==> src/rtl/bp_uce_mem_arbiter_pkg.sv <==
// Shared widths and the CCE memory message layout used by the UCE memory arbiter.
package bp_uce_mem_arbiter_pkg;

  localparam int paddr_width_p      = 40;
  localparam int cce_block_width_p  = 64;
  localparam int lce_id_width_p     = 4;
  localparam int uce_assoc_lp       = 4;
  localparam int way_id_width_lp    = $clog2(uce_assoc_lp);
  localparam int uce_max_credits_gp = 8;

  typedef enum logic [3:0] {
    e_cce_mem_rd    = 4'd0,
    e_cce_mem_wr    = 4'd1,
    e_cce_mem_uc_rd = 4'd2,
    e_cce_mem_uc_wr = 4'd3
  } bp_cce_mem_cmd_type_e;

  typedef struct packed {
    logic [way_id_width_lp-1:0] way_id;
    logic [lce_id_width_p-1:0]  lce_id;
  } bp_cce_mem_payload_s;

  typedef struct packed {
    bp_cce_mem_cmd_type_e           msg_type;
    logic [2:0]                     size;
    logic [paddr_width_p-1:0]       addr;
    bp_cce_mem_payload_s            payload;
    logic [cce_block_width_p-1:0]   data;
  } bp_cce_mem_msg_s;

  localparam int cce_mem_msg_width_lp = $bits(bp_cce_mem_msg_s);

endpackage

==> src/rtl/bp_uce_mem_arbiter_credit_counter.sv <==
// Up/down outstanding-command counter with full and empty flags.
module bp_uce_mem_arbiter_credit_counter #(
  parameter int max_credits_p  = 8,
  parameter int credit_width_p = $clog2(max_credits_p + 1)
) (
  input  logic clk_i,
  input  logic reset_i,
  input  logic inc_i,
  input  logic dec_i,
  output logic full_o,
  output logic empty_o
);

  logic [credit_width_p-1:0] count_q, count_d;

  always_comb begin
    count_d = count_q;
    if (inc_i && !dec_i)
      count_d = count_q + 1'b1;
    else if (dec_i && !inc_i)
      count_d = count_q - 1'b1;
    full_o  = (count_q == credit_width_p'(max_credits_p));
    empty_o = (count_q == '0);
  end

  always_ff @(posedge clk_i or posedge reset_i) begin
    if (reset_i)
      count_q <= '0;
    else
      count_q <= count_d;
  end

`ifndef SYNTHESIS
  // A return with nothing outstanding means the response routing is broken.
  always_ff @(posedge clk_i) begin
    if (!reset_i)
      assert (!(dec_i && empty_o));
  end
`endif

endmodule

==> src/rtl/bp_uce_mem_arbiter.sv <==
// Two-to-one UCE memory command arbiter with per-requester credits and
// lce_id-based response steering.
module bp_uce_mem_arbiter
  import bp_uce_mem_arbiter_pkg::*;
#(
  parameter int  max_credits_p   = uce_max_credits_gp,
  localparam int credit_width_lp = $clog2(max_credits_p + 1)
) (
  input  logic                                clk_i,
  input  logic                                reset_i,
  input  logic [1:0][lce_id_width_p-1:0]      lce_id_i,

  input  bp_cce_mem_msg_s [1:0]               mem_cmd_i,
  input  logic [1:0]                          mem_cmd_v_i,
  output logic [1:0]                          mem_cmd_ready_o,

  output bp_cce_mem_msg_s                     mem_cmd_o,
  output logic                                mem_cmd_v_o,
  input  logic                                mem_cmd_ready_i,

  input  bp_cce_mem_msg_s                     mem_resp_i,
  input  logic                                mem_resp_v_i,
  output logic                                mem_resp_yumi_o,

  output bp_cce_mem_msg_s                     mem_resp_o,
  output logic [1:0]                          mem_resp_v_o,
  input  logic [1:0]                          mem_resp_yumi_i,

  output logic [1:0]                          credits_full_o,
  output logic [1:0]                          credits_empty_o,
  output logic                                route_error_o
);

  bp_cce_mem_msg_s [1:0] buf_q, buf_d;
  logic [1:0] buf_v_q, buf_v_d;
  logic       pri_q, pri_d;
  logic       grant;
  logic [1:0] deq, acc, match_raw, match, dec;

  // Command side: one-entry buffers, round-robin pick, refill allowed on dequeue
  always_comb begin
    grant       = (&buf_v_q) ? pri_q : buf_v_q[1];
    mem_cmd_v_o = |buf_v_q;
    mem_cmd_o   = buf_q[grant];
    deq         = '0;
    deq[grant]  = mem_cmd_v_o & mem_cmd_ready_i;
    for (int k = 0; k < 2; k++) begin
      mem_cmd_ready_o[k] = (~buf_v_q[k] | deq[k]) & ~credits_full_o[k];
      acc[k]             = mem_cmd_v_i[k] & mem_cmd_ready_o[k];
      buf_v_d[k]         = acc[k] | (buf_v_q[k] & ~deq[k]);
      buf_d[k]           = acc[k] ? mem_cmd_i[k] : buf_q[k];
    end
    pri_d = (|deq) ? ~grant : pri_q;
  end

  // Response side is purely combinational; requester 0 wins an id collision
  always_comb begin
    for (int k = 0; k < 2; k++)
      match_raw[k] = (mem_resp_i.payload.lce_id == lce_id_i[k]);
    match           = {match_raw[1] & ~match_raw[0], match_raw[0]};
    mem_resp_o      = mem_resp_i;
    mem_resp_v_o    = {2{mem_resp_v_i}} & match;
    dec             = mem_resp_yumi_i & mem_resp_v_o;
    mem_resp_yumi_o = |dec;
    route_error_o   = mem_resp_v_i & ~|match_raw;
  end

  always_ff @(posedge clk_i or posedge reset_i) begin
    if (reset_i) begin
      buf_v_q <= '0;
      pri_q   <= 1'b0;
    end else begin
      buf_v_q <= buf_v_d;
      pri_q   <= pri_d;
    end
  end

  // Payload is qualified by buf_v_q, so it carries no reset.
  always_ff @(posedge clk_i) begin
    buf_q <= buf_d;
  end

  bp_uce_mem_arbiter_credit_counter #(
    .max_credits_p (max_credits_p),
    .credit_width_p(credit_width_lp)
  ) u_cnt0 (
    .clk_i  (clk_i),
    .reset_i(reset_i),
    .inc_i  (acc[0]),
    .dec_i  (dec[0]),
    .full_o (credits_full_o[0]),
    .empty_o(credits_empty_o[0])
  );

  bp_uce_mem_arbiter_credit_counter #(
    .max_credits_p (max_credits_p),
    .credit_width_p(credit_width_lp)
  ) u_cnt1 (
    .clk_i  (clk_i),
    .reset_i(reset_i),
    .inc_i  (acc[1]),
    .dec_i  (dec[1]),
    .full_o (credits_full_o[1]),
    .empty_o(credits_empty_o[1])
  );

`ifndef SYNTHESIS
  always_ff @(posedge clk_i) begin
    if (!reset_i)
      assert (!(|(mem_resp_yumi_i & ~mem_resp_v_o)));
  end
`endif

endmodule
==> config.mk <==
export PLATFORM = sky130hd
export DESIGN_NAME = bp_uce_mem_arbiter
export DESIGN_NICKNAME = d
export VERILOG_FILES = /design/src/rtl/bp_uce_mem_arbiter_pkg.sv /design/src/rtl/bp_uce_mem_arbiter_credit_counter.sv /design/src/rtl/bp_uce_mem_arbiter.sv
export SDC_FILE = /design/constraint.sdc
export NUM_CORES = 1
export LEC_CHECK = 0
export CAP_MARGIN = 30
export CORE_AREA = 8 8 230 232
export DETAILED_ROUTE_END_ITERATION = 7
export DIE_AREA = 0 0 238 240
export MAX_ROUTING_LAYER = met4
export PLACE_DENSITY = 0.56
export SETUP_SLACK_MARGIN = 0.2
export SLEW_MARGIN = 20
export SYNTH_ARGS = -nofsm -noshare
export SYNTH_HDL_FRONTEND = slang
export SYNTH_SLANG_ARGS = --single-unit
export TNS_END_PERCENT = 20
==> constraint.sdc <==
create_clock -name clk_i -period 11.49 [get_ports clk_i]
set_clock_uncertainty 0.15 [all_clocks]
set_input_delay 2.298 -clock clk_i [delete_from_list [all_inputs] [get_ports clk_i]]
set_output_delay 2.298 -clock clk_i [all_outputs]
set_load 0.03 [all_outputs]
==> impl_metrics.ini, run 1 <==
[run_status]
status = stopped before the end
haltStage = detailed routing (5_2_route)
first-error = [ERROR DRT-0255] Maze Route cannot find path of net mem_resp_i[24] in worker of routeBox ( 193200 0 ) ( 238000 48300 ).

[synthesis]
netlist_area_um2 = 10200
synth_edf_count = 234
synth_area_leaders = edfxtp_1 (69%), mux2_2 (13%), buf_4 (8.9%), dfrtp_1 (2.7%), ha_1 (0.74%)
synthCells = 573
avgSynthCellArea_um2 = 17.79
synth_seq_cells = 245
syn_nets = 948
synth_area_leader_cell = edfxtp_1
synthTopCellsByCount = edfxtp_1 (234), buf_4 (121), mux2_2 (119)
yosysMostFrequentCell = edfxtp_1
yosysSeqAreaShare = 0.7162
synth_top_area_frac = 0.6892
synthArstFlopShare = 0.04490
ys.flop_type = edfxtp_1
yosysUniqueCellTypes = 31
yosys_warnings = 0

[global_route]
antenna_found_initial = 2
grt_usage = 0.09628
grt_first_pass_wirelength_um = 40680
grt_max_degree = 119
grt_pass1_vias = 6464
grt-ovfl-total = 0

[die]
fp.dieH_um = 240
io_pins = 612
fp.dieW_um = 238
start_util = 0.2062
rows = 82

[placement]
io_buffers = 385
place_hpwl_um = 20880
place_congestion = 0.7256

[clocking]
max-clock-path-buffers = 3
cts_sinks = 245
cts_resized = 0
htreeDepth = 1
holdBufCountCts = 0
postCtsSetupBuffers = 0
cts_root_buffer = clkbuf_16
cts_inserted_buffers = 28
-- stage by stage --
stage / utilization / std cells / setup WS, ns / instance area (um2)
global placement: 0.2823 / 1499 / 4.625 / 13960
CTS: 0.3000 / 1549 / 4.568 / 14840
detailed placement: 0.2823 / 1499 / 4.572 / 13960
global route: 0.3007 / 1552 / 4.357 / 14870
floorplan: - / 573 / 1.723 / 10200
-- metal layers --
metal and track usage:
met4 0.03182, met3 0.04997, met5 -, met2 0.1525, met1 0.1038
-- cells by family after synthesis --
group	synth area share
compound gates	0.01362
xor+xnor	0.01031
fa+ha+maj	0.01129
buf+inv	0.09928
flops	0.7162
mux	0.1314
simple gates	0.01792
==> inputs of run 2 (changes only) <==
- MAX_ROUTING_LAYER: met4 -> not set
- PLACE_DENSITY: 0.56 -> not set
- PLACE_DENSITY_LB_ADDON: not set -> 0.15
- SETUP_SLACK_MARGIN: 0.2 -> not set
==> impl_metrics.ini, run 2 <==
[pwr]
max-vdd-ir-drop_uv = 199.2
leakagePower_nw = 4.987
p_per_area_nw_per_um2 = 244.8

[synthesis]
synth_top_area_frac = 0.6892
synth_area_leaders = edfxtp_1 (69%), mux2_2 (13%), buf_4 (8.9%), dfrtp_1 (2.7%), ha_1 (0.74%)
avgSynthCellArea_um2 = 17.79
netlist_area_um2 = 10200
synth_edf_count = 234
synthArstFlopShare = 0.04490
yosysUniqueCellTypes = 31
yosysMostFrequentCell = edfxtp_1
ys.flop_type = edfxtp_1
yosysSeqAreaShare = 0.7162
synthTopCellsByCount = edfxtp_1 (234), buf_4 (121), mux2_2 (119)
synthCells = 573
synth_area_leader_cell = edfxtp_1
synth_seq_cells = 245
yosys_warnings = 0
syn_nets = 948

[timing]
max_freq_mhz = 144.8
timing.final.hold_violations = 0
rsz0062_at_grt = no
slew_headroom = 0.3826
max_slew.worst_pin.slew_ns = 0.9261
drv_slew = 0
fin_hold_ws_ns = 0.3603
min_period_ns = 6.906
setup_violations = 0
fin_crit_sh = 0.6010
tns_ns = 0

[global_route]
grt_usage = 0.1017
antenna_found_initial = 4
grt-ovfl-total = 0
grt_pass1_vias = 6338
grt_max_degree = 68
grt_first_pass_wirelength_um = 43610

[critical_path]
cp.arrival_ns = 4.46
cp-end-kind = output port
cpPeakStageDelay_ns = 0.69
critPathKind = in -> out
start_kind = input pin
cpMostUsedCell = clkdlybuf4s50_1
required_ns = 9.04
slowest_stage = clkdlybuf4s50_1
crit_fanout = 3
worstPathCellList = clkdlybuf4s50_1, xor2_1, nor4_1, nand4b_1, nand2_1, clkdlybuf4s50_1

[placement]
place_congestion = 0.6977
place_hpwl_um = 22460
io_buffers = 385

[finish]
nets = 1236
final_cell_mix = clkdlybuf4s50_1 (385), edfxtp_1 (234), mux2_2 (119)
nFillCells = 4945
regMostFlops = buf_q
seqCellArea_um2 = 7302
synthToLayoutAreaGrowth_pct = 46.15
multiInputGateArea_um2 = 1911
largest_reg_flops = 234
final_layout_size_suffix_gt1_frac = 0.1910
final_common_cell = clkdlybuf4s50_1
top_regs = buf_q x234, u_cnt0.count_q x4, u_cnt1.count_q x4

[flow_run]
maxCapViolCount = 0

[detailed_routing]
drtAntennaViolNets = 0
drc = 0
via_per_inst = 3.690
wl_per_cell_um = 19.93
num_vias = 5756
drtPass1Iterations = 4
wirelength_um = 31090
first_iter_violations = 189

[die]
core_um2 = 49450
rows = 82
io_pins = 612
fp.dieH_um = 240
die_area_um2 = 57120
start_util = 0.2062
fp.dieW_um = 238

[clocking]
cts_inserted_buffers = 30
cts_sinks = 245
holdBufCountCts = 0
cts_tree = done
htreeDepth = 1
max-clock-path-buffers = 3
cts_resized = 0
postCtsSetupBuffers = 0
cts_root_buffer = clkbuf_16
clk_pin_slew_worst_paths_ns = 0.05
clk_latency_ns = 0.57

[min_path]
hold_path_class = reg -> reg

[run_status]
status = completed
[run 2: cell counts after synthesis]
No cell type changed its count.
[run 2: critical path: cells and delay by family]
kind                   cells  cell delay [ns]
AND/OR/NAND/NOR            3             0.81
XOR/XNOR                   1             0.19
buffers and inverters      2             1.16
[run 2: cells by family after synthesis]
logic type      Yosys count  share of synthesized area
xor+xnor                 12                    0.01031
mux                     119                     0.1314
flops                   245                     0.7162
compound gates           18                    0.01362
simple gates             33                    0.01792
fa+ha+maj                 8                    0.01129
buf+inv                 138                    0.09928
[run 2: stage by stage]
step / utilization / worst slack, ns / total power [mW] / area, um2 / std cells
detailed placement: 0.2828 / 4.568 / 2.830 / 13980 / 1501
CTS: 0.3012 / 4.552 / 3.739 / 14890 / 1557
global route: 0.3012 / 4.459 / 3.848 / 14890 / 1557
floorplan: - / 1.723 / 2.286 / 10200 / 573
global placement: 0.2822 / 4.564 / 2.833 / 13960 / 1500
finish: 0.3013 / 4.584 / 3.648 / 14900 / 1560
[run 2: report_power, final]
part / internal, mW / switching, mW / total (mW)
Sequential: 1.19 / 0.0553 / 1.25
Combinational: 0.667 / 0.859 / 1.53
Clock: 0.501 / 0.373 / 0.874
Total: 2.36 / 1.29 / 3.65
[run 2: layer usage]
layer | part of all wire | vias to the layer above | GRT usage
met5 | 0.00097 | - | 0
met4 | 0.030 | 6 | 0.03554
met2 | 0.46 | 358 | 0.1598
met1 | 0.36 | 2713 | 0.1091
met3 | 0.15 | 69 | 0.06750
li1 | - | 2610 | -
[run 2: final timing paths]
path / start / slack [ns] / to / depth (start not counted)
max: mem_resp_i[64] / 4.58 / mem_resp_yumi_o / 6
max reg2reg: u_cnt0.count_q[1]$_DFFE_PP0P_ / 7.69 / u_cnt0.count_q[3]$_DFFE_PP0P_ / 11
min reg2reg: pri_q$_DFFE_PP0P_ / 0.36 / pri_q$_DFFE_PP0P_ / 1
min: pri_q$_DFFE_PP0P_ / 0.36 / pri_q$_DFFE_PP0P_ / 1
max in group asynchronous: reset_i / 8.97 / u_cnt0.count_q[0]$_DFFE_PP0P_ / 2
min in group asynchronous: reset_i / 1.91 / u_cnt0.count_q[1]$_DFFE_PP0P_ / 2
[run 2: final cells by class]
| cell class | instances | share of cell area |
|---|---|---|
| sequential | 245 | 0.4900 |
| timing repair buffer | 391 | 0.2630 |
| multi-input combinational | 190 | 0.1282 |
| clock buffer | 38 | 0.05239 |
| inverter | 3 | 0.0007557 |
| clock inverter | 18 | 0.008732 |
| tap | 672 | 0.05642 |
| antenna | 3 | 0.0005038 |
No activity file was read; power rests on OpenSTA's default activity.
==> inputs of run 3 (changes only) <==
- clock period: 11.49 -> 6.6 ns (I/O delays scaled with it)
==> impl_metrics.ini, run 3 (synthesized netlist as in run 2, its figures left out) <==
[run_status]
status = completed

[placement]
place_hpwl_um = 22270
io_buffers = 385
place_congestion = 0.7150
dpl_worst_slack_ns = 1.700

[die]
io_pins = 612
fp.dieW_um = 238
core_um2 = 49450
start_util = 0.2062
die_area_um2 = 57120
fp.dieH_um = 240
rows = 82

[critical_path]
cpPeakStageDelay_ns = 0.61
path_delay_family = buffers and inverters
cp.arrival_ns = 3.45
crit_fanout = 99
cp-end-kind = output port
crit_buf_inv = 2
slowest_stage = clkdlybuf4s50_1
required_ns = 5.13
worstPathCellList = nand2b_1, nand2_8, buf_4, mux2_2, clkdlybuf4s50_1
worstRegToRegCells = 10
cp.depth = 5
start_kind = register
critPathKind = reg -> out

[timing]
min_period_ns = 4.921
max_freq_mhz = 203.2
timing.final.hold_violations = 0
fin_hold_ws_ns = 0.3616
tns_ns = 0
drv_slew = 0
max_slew.worst_pin.slew_ns = 1.013
rsz0062_at_grt = no
setup_violations = 0
fin_crit_sh = 0.7456
layout_setup_ws_ns = 1.679
slew_headroom = 0.3246

[finish]
final_common_cell = clkdlybuf4s50_1
top_regs = buf_q x234, u_cnt0.count_q x4, u_cnt1.count_q x4
nFillCells = 5018
seqCellArea_um2 = 7302
synthToLayoutAreaGrowth_pct = 46.94
final_cell_mix = clkdlybuf4s50_1 (385), edfxtp_1 (234), mux2_2 (119)
regMostFlops = buf_q
multiInputGateArea_um2 = 1911
largest_reg_flops = 234
nets = 1234
final_layout_size_suffix_gt1_frac = 0.1993

[detailed_routing]
wirelength_um = 31030
first_iter_violations = 217
drtAntennaViolNets = 0
drc = 0
via_per_inst = 3.722
num_vias = 5799
wl_per_cell_um = 19.92
drtPass1Iterations = 4

[global_route]
grt-ovfl-total = 0
grt_usage = 0.1004
antenna_found_initial = 9
grt_max_degree = 118
grt_pass1_vias = 6411
grt_first_pass_wirelength_um = 43140

[clocking]
cts_root_buffer = clkbuf_16
htreeDepth = 1
cts_inserted_buffers = 30
cts_resized = 0
clk_pin_slew_worst_paths_ns = 0.06
clk_latency_ns = 0.57
cts_sinks = 245
postCtsSetupBuffers = 0
cts_tree = done
max-clock-path-buffers = 3
holdBufCountCts = 0

[pwr]
max-vdd-ir-drop_uv = 263.0
p_per_area_nw_per_um2 = 435.1
leakagePower_nw = 5.036

[min_path]
hold_depth = 1
hold_path_class = reg -> reg

[flow_run]
maxCapViolCount = 0
run 3: cell count changes in the layout (fill, tap and decap cells not counted), sizes merged:
| cell | change |
|---|---|
| inv | +1 |
| bufinv | +3 |
| buf | -2 |
| clkbuf | +3 |
| clkinv | -6 |
| clkinvlp | -1 |
run 3: path summary, 6_finish.rpt:
| check | startpoint | endpoint | slack [ns] |
|---|---|---|---|
| max reg2reg | u_cnt0.count_q[1]$_DFFE_PP0P_ | u_cnt0.count_q[3]$_DFFE_PP0P_ | 3.23 |
| min | pri_q$_DFFE_PP0P_ | pri_q$_DFFE_PP0P_ | 0.36 |
| min in group asynchronous | reset_i | u_cnt0.count_q[2]$_DFFE_PP0P_ | 0.93 |
| max in group asynchronous | reset_i | buf_v_q[1]$_DFF_PP0_ | 5.02 |
| max | pri_q$_DFFE_PP0P_ | mem_cmd_o[17] | 1.68 |
| min reg2reg | pri_q$_DFFE_PP0P_ | pri_q$_DFFE_PP0P_ | 0.36 |
run 3: per-stage QoR:
step	power, mW	util	area, um2	std cells
floorplan	3.941	-	10210	573
global placement	4.941	0.2823	13960	1499
detailed placement	4.931	0.2823	13960	1499
CTS	6.672	0.3028	14970	1555
global route	6.837	0.3029	14980	1556
finish	6.519	0.3030	14980	1558
run 3: area by class of cell:
cell class,instances,share of cell area
well taps,672,0.05612
flip-flops and latches,245,0.4874
diodes,3,0.0005011
clock buffers,41,0.05487
repair buffers,389,0.2601
inverters,3,0.0007516
clock inverters,15,0.01278
multi-input cells,190,0.1275
run 3: report_power, final:
group / internal (mW) / switching (mW)
sequential: 2.08 / 0.0973
clock: 1.03 / 0.656
combinational: 1.16 / 1.50
total: 4.27 / 2.25
run 3: layer usage:
| layer | routed length [um] | up-vias | GRT usage |
|---|---|---|---|
| li1 | - | 2605 | - |
| met1 | 11000 | 2753 | 0.1017 |
| met2 | 14370 | 353 | 0.1627 |
| met3 | 4587 | 78 | 0.07002 |
| met4 | 1018 | 10 | 0.03461 |
| met5 | 62 | - | 0.002595 |
run 3: worst reg2reg max path, delay by kind of cell, from the launching register on:
kind | cells | cell delay [ns]
adder cells (fa/ha/maj) | 2 | 0.50
AO/OA/AOI/OAI | 4 | 0.97
buffers and inverters | 1 | 0.18
flip-flops | 1 | 0.44
AND/OR/NAND/NOR | 3 | 1.01
==> inputs of run 4 (changes only) <==
- clock period: 6.6 -> 4.2 ns (I/O delays scaled with it)
==> impl_metrics.ini, run 4 (synthesized netlist as in run 2, its figures left out) <==
[critical_path]
critPathKind = in -> out
ff2ff_setup_slack_ns = 1.03
cp-end-kind = output port
start_kind = input pin
worstRegToRegCells = 10
slowest_stage = clkdlybuf4s50_1
setup.worst_path.end = mem_resp_yumi_o
cp.arrival_ns = 2.94
cp-startpoint = mem_resp_i[64]
crit_fanout = 4
cpMostUsedCell = clkdlybuf4s50_1
worstPathCellList = clkdlybuf4s50_1, xor2_1, nor4_1, nand3_1, nand2_1, clkdlybuf4s50_1
r2r_start = u_cnt1.count_q[1]$_DFFE_PP0P_
cpPeakStageDelay_ns = 0.69
required_ns = 3.21
r2r-end = u_cnt1.count_q[3]$_DFFE_PP0P_

[detailed_routing]
via_per_inst = 3.714
num_vias = 5779
wl_per_cell_um = 20.09
drtAntennaViolNets = 0
wirelength_um = 31260
drc = 0
first_iter_violations = 196
drtPass1Iterations = 4

[timing]
rsz0062_at_grt = no
timing.final.hold_violations = 0
fin_crit_sh = 0.9346
slew_headroom = 0.4536
min_period_ns = 3.925
drv_slew = 0
max_freq_mhz = 254.8
setup_violations = 0
max_slew.worst_pin.slew_ns = 0.8196

[finish]
final_cell_area_um2 = 14960
largest_reg_flops = 234
final_layout_size_suffix_gt1_frac = 0.1984
final_cell_mix = clkdlybuf4s50_1 (385), edfxtp_1 (234), mux2_2 (119)
regMostFlops = buf_q
top_regs = buf_q x234, u_cnt0.count_q x4, u_cnt1.count_q x4
synthToLayoutAreaGrowth_pct = 46.71
final_common_cell = clkdlybuf4s50_1
nets = 1237

[pwr]
clockPowerShare = 0.236
switchingPower_mw = 3.522
swShare = 0.3500
leakagePower_nw = 4.997
internal_power_mw = 6.539
power_mw = 10.06
p_per_area_nw_per_um2 = 672.6
power_frac_seq = 0.340
power_frac_comb = 0.424
max-vdd-ir-drop_uv = 305.0

[clocking]
clk_latency_ns = 0.56
cts_root_buffer = clkbuf_16
max-clock-path-buffers = 3
cts_inserted_buffers = 30
cts_resized = 0
cts_tree = done
clk_pin_slew_worst_paths_ns = 0.06
htreeDepth = 1
postCtsSetupBuffers = 0
holdBufCountCts = 0
cts_sinks = 245

[die]
fp.dieW_um = 238
start_util = 0.2062
io_pins = 612
rows = 82
die_area_um2 = 57120
core_um2 = 49450
fp.dieH_um = 240

[min_path]
hold_path_class = reg -> reg

[placement]
place_area_um2 = 14070
place_congestion = 0.6776
io_buffers = 385
place_hpwl_um = 22010

[flow_run]
maxCapViolCount = 0

[global_route]
grt_max_degree = 118
grt_first_pass_wirelength_um = 43970
grt-ovfl-total = 0
grt_usage = 0.1023
antenna_found_initial = 1
grt_pass1_vias = 6372

[run_status]
status = completed
run 4: cell count changes in the layout (fill, tap and decap cells not counted), moves of 2 or more:
cell       before  now
a21boi_0        4    2
a21boi_2        0    2
buf_12          1    4
bufinv_16       4    1
clkbuf_8        3    0
clkinv_1        1    8
clkinv_2        8    3
ha_1            6    4
ha_4            0    2
inv_1           3    1
inv_2           0    2
nand2b_1        6    4
nand2b_4        0    2
run 4: how the worst min path moves through the flow:
stage	end	depth (start not counted)	slack (ns)	from
finish	pri_q$_DFFE_PP0P_	1	0.35	pri_q$_DFFE_PP0P_
global route	pri_q$_DFFE_PP0P_	1	0.40	pri_q$_DFFE_PP0P_
CTS	pri_q$_DFFE_PP0P_	1	0.36	pri_q$_DFFE_PP0P_
detailed placement	pri_q$_DFFE_PP0P_	1	0.35	pri_q$_DFFE_PP0P_
global placement	pri_q$_DFFE_PP0P_	1	0.34	pri_q$_DFFE_PP0P_
floorplan	pri_q$_DFFE_PP0P_	1	0.32	pri_q$_DFFE_PP0P_
run 4: worst max-delay path: cells and delay by family:
kind / cells / cell delay, ns
xor gates and xnor gates: 1 / 0.17
buffers and inverters: 2 / 1.17
and+or+nand+nor: 3 / 0.75
run 4: cell type report:
class / count / area, um2
timing repair buffer: 392 / 3956
clock buffer: 40 / 809.5
clock inverter: 12 / 75.07
tap: 672 / 840.8
inverter: 3 / 11.26
fill: 5008 / 34490
sequential: 245 / 7302
antenna: 2 / 5.005
multi-input combinational: 190 / 1958
run 4: metal layers:
metal / GRT usage / vias up / wire length, um
met5: 0.005190 / - / 39
met4: 0.03182 / 2 / 728
met3: 0.05753 / 48 / 3825
met1: 0.1062 / 2776 / 11250
met2: 0.1745 / 345 / 15420
li1: - / 2608 / -
run 4: power groups by stage:
stage                     combinational (mW)  clock, mW  sequential, mW
final                                   4.27       2.37            3.42
after global routing                    4.54       2.59            3.47
after CTS                               4.40       2.50            3.42
after detailed placement                4.38          0            3.47
after global placement                  4.39          0            3.46
after floorplan                         2.78          0            3.44
run 4: through the flow:
step           setup TNS (ns)  cells  hold slack [ns]  setup slack [ns]  utilization
4_1_cts                     0   1554           0.3632            0.1720       0.3024
6_report                    0   1556           0.3549            0.2748       0.3025
5_1_grt                     0   1554           0.3967           0.08333       0.3024
3_5_place_dp                0   1502           0.3537            0.1796       0.2845
2_1_floorplan         -0.6632    573           0.3218           -0.3351            -
3_3_place_gp                0   1502           0.3412            0.1990       0.2845
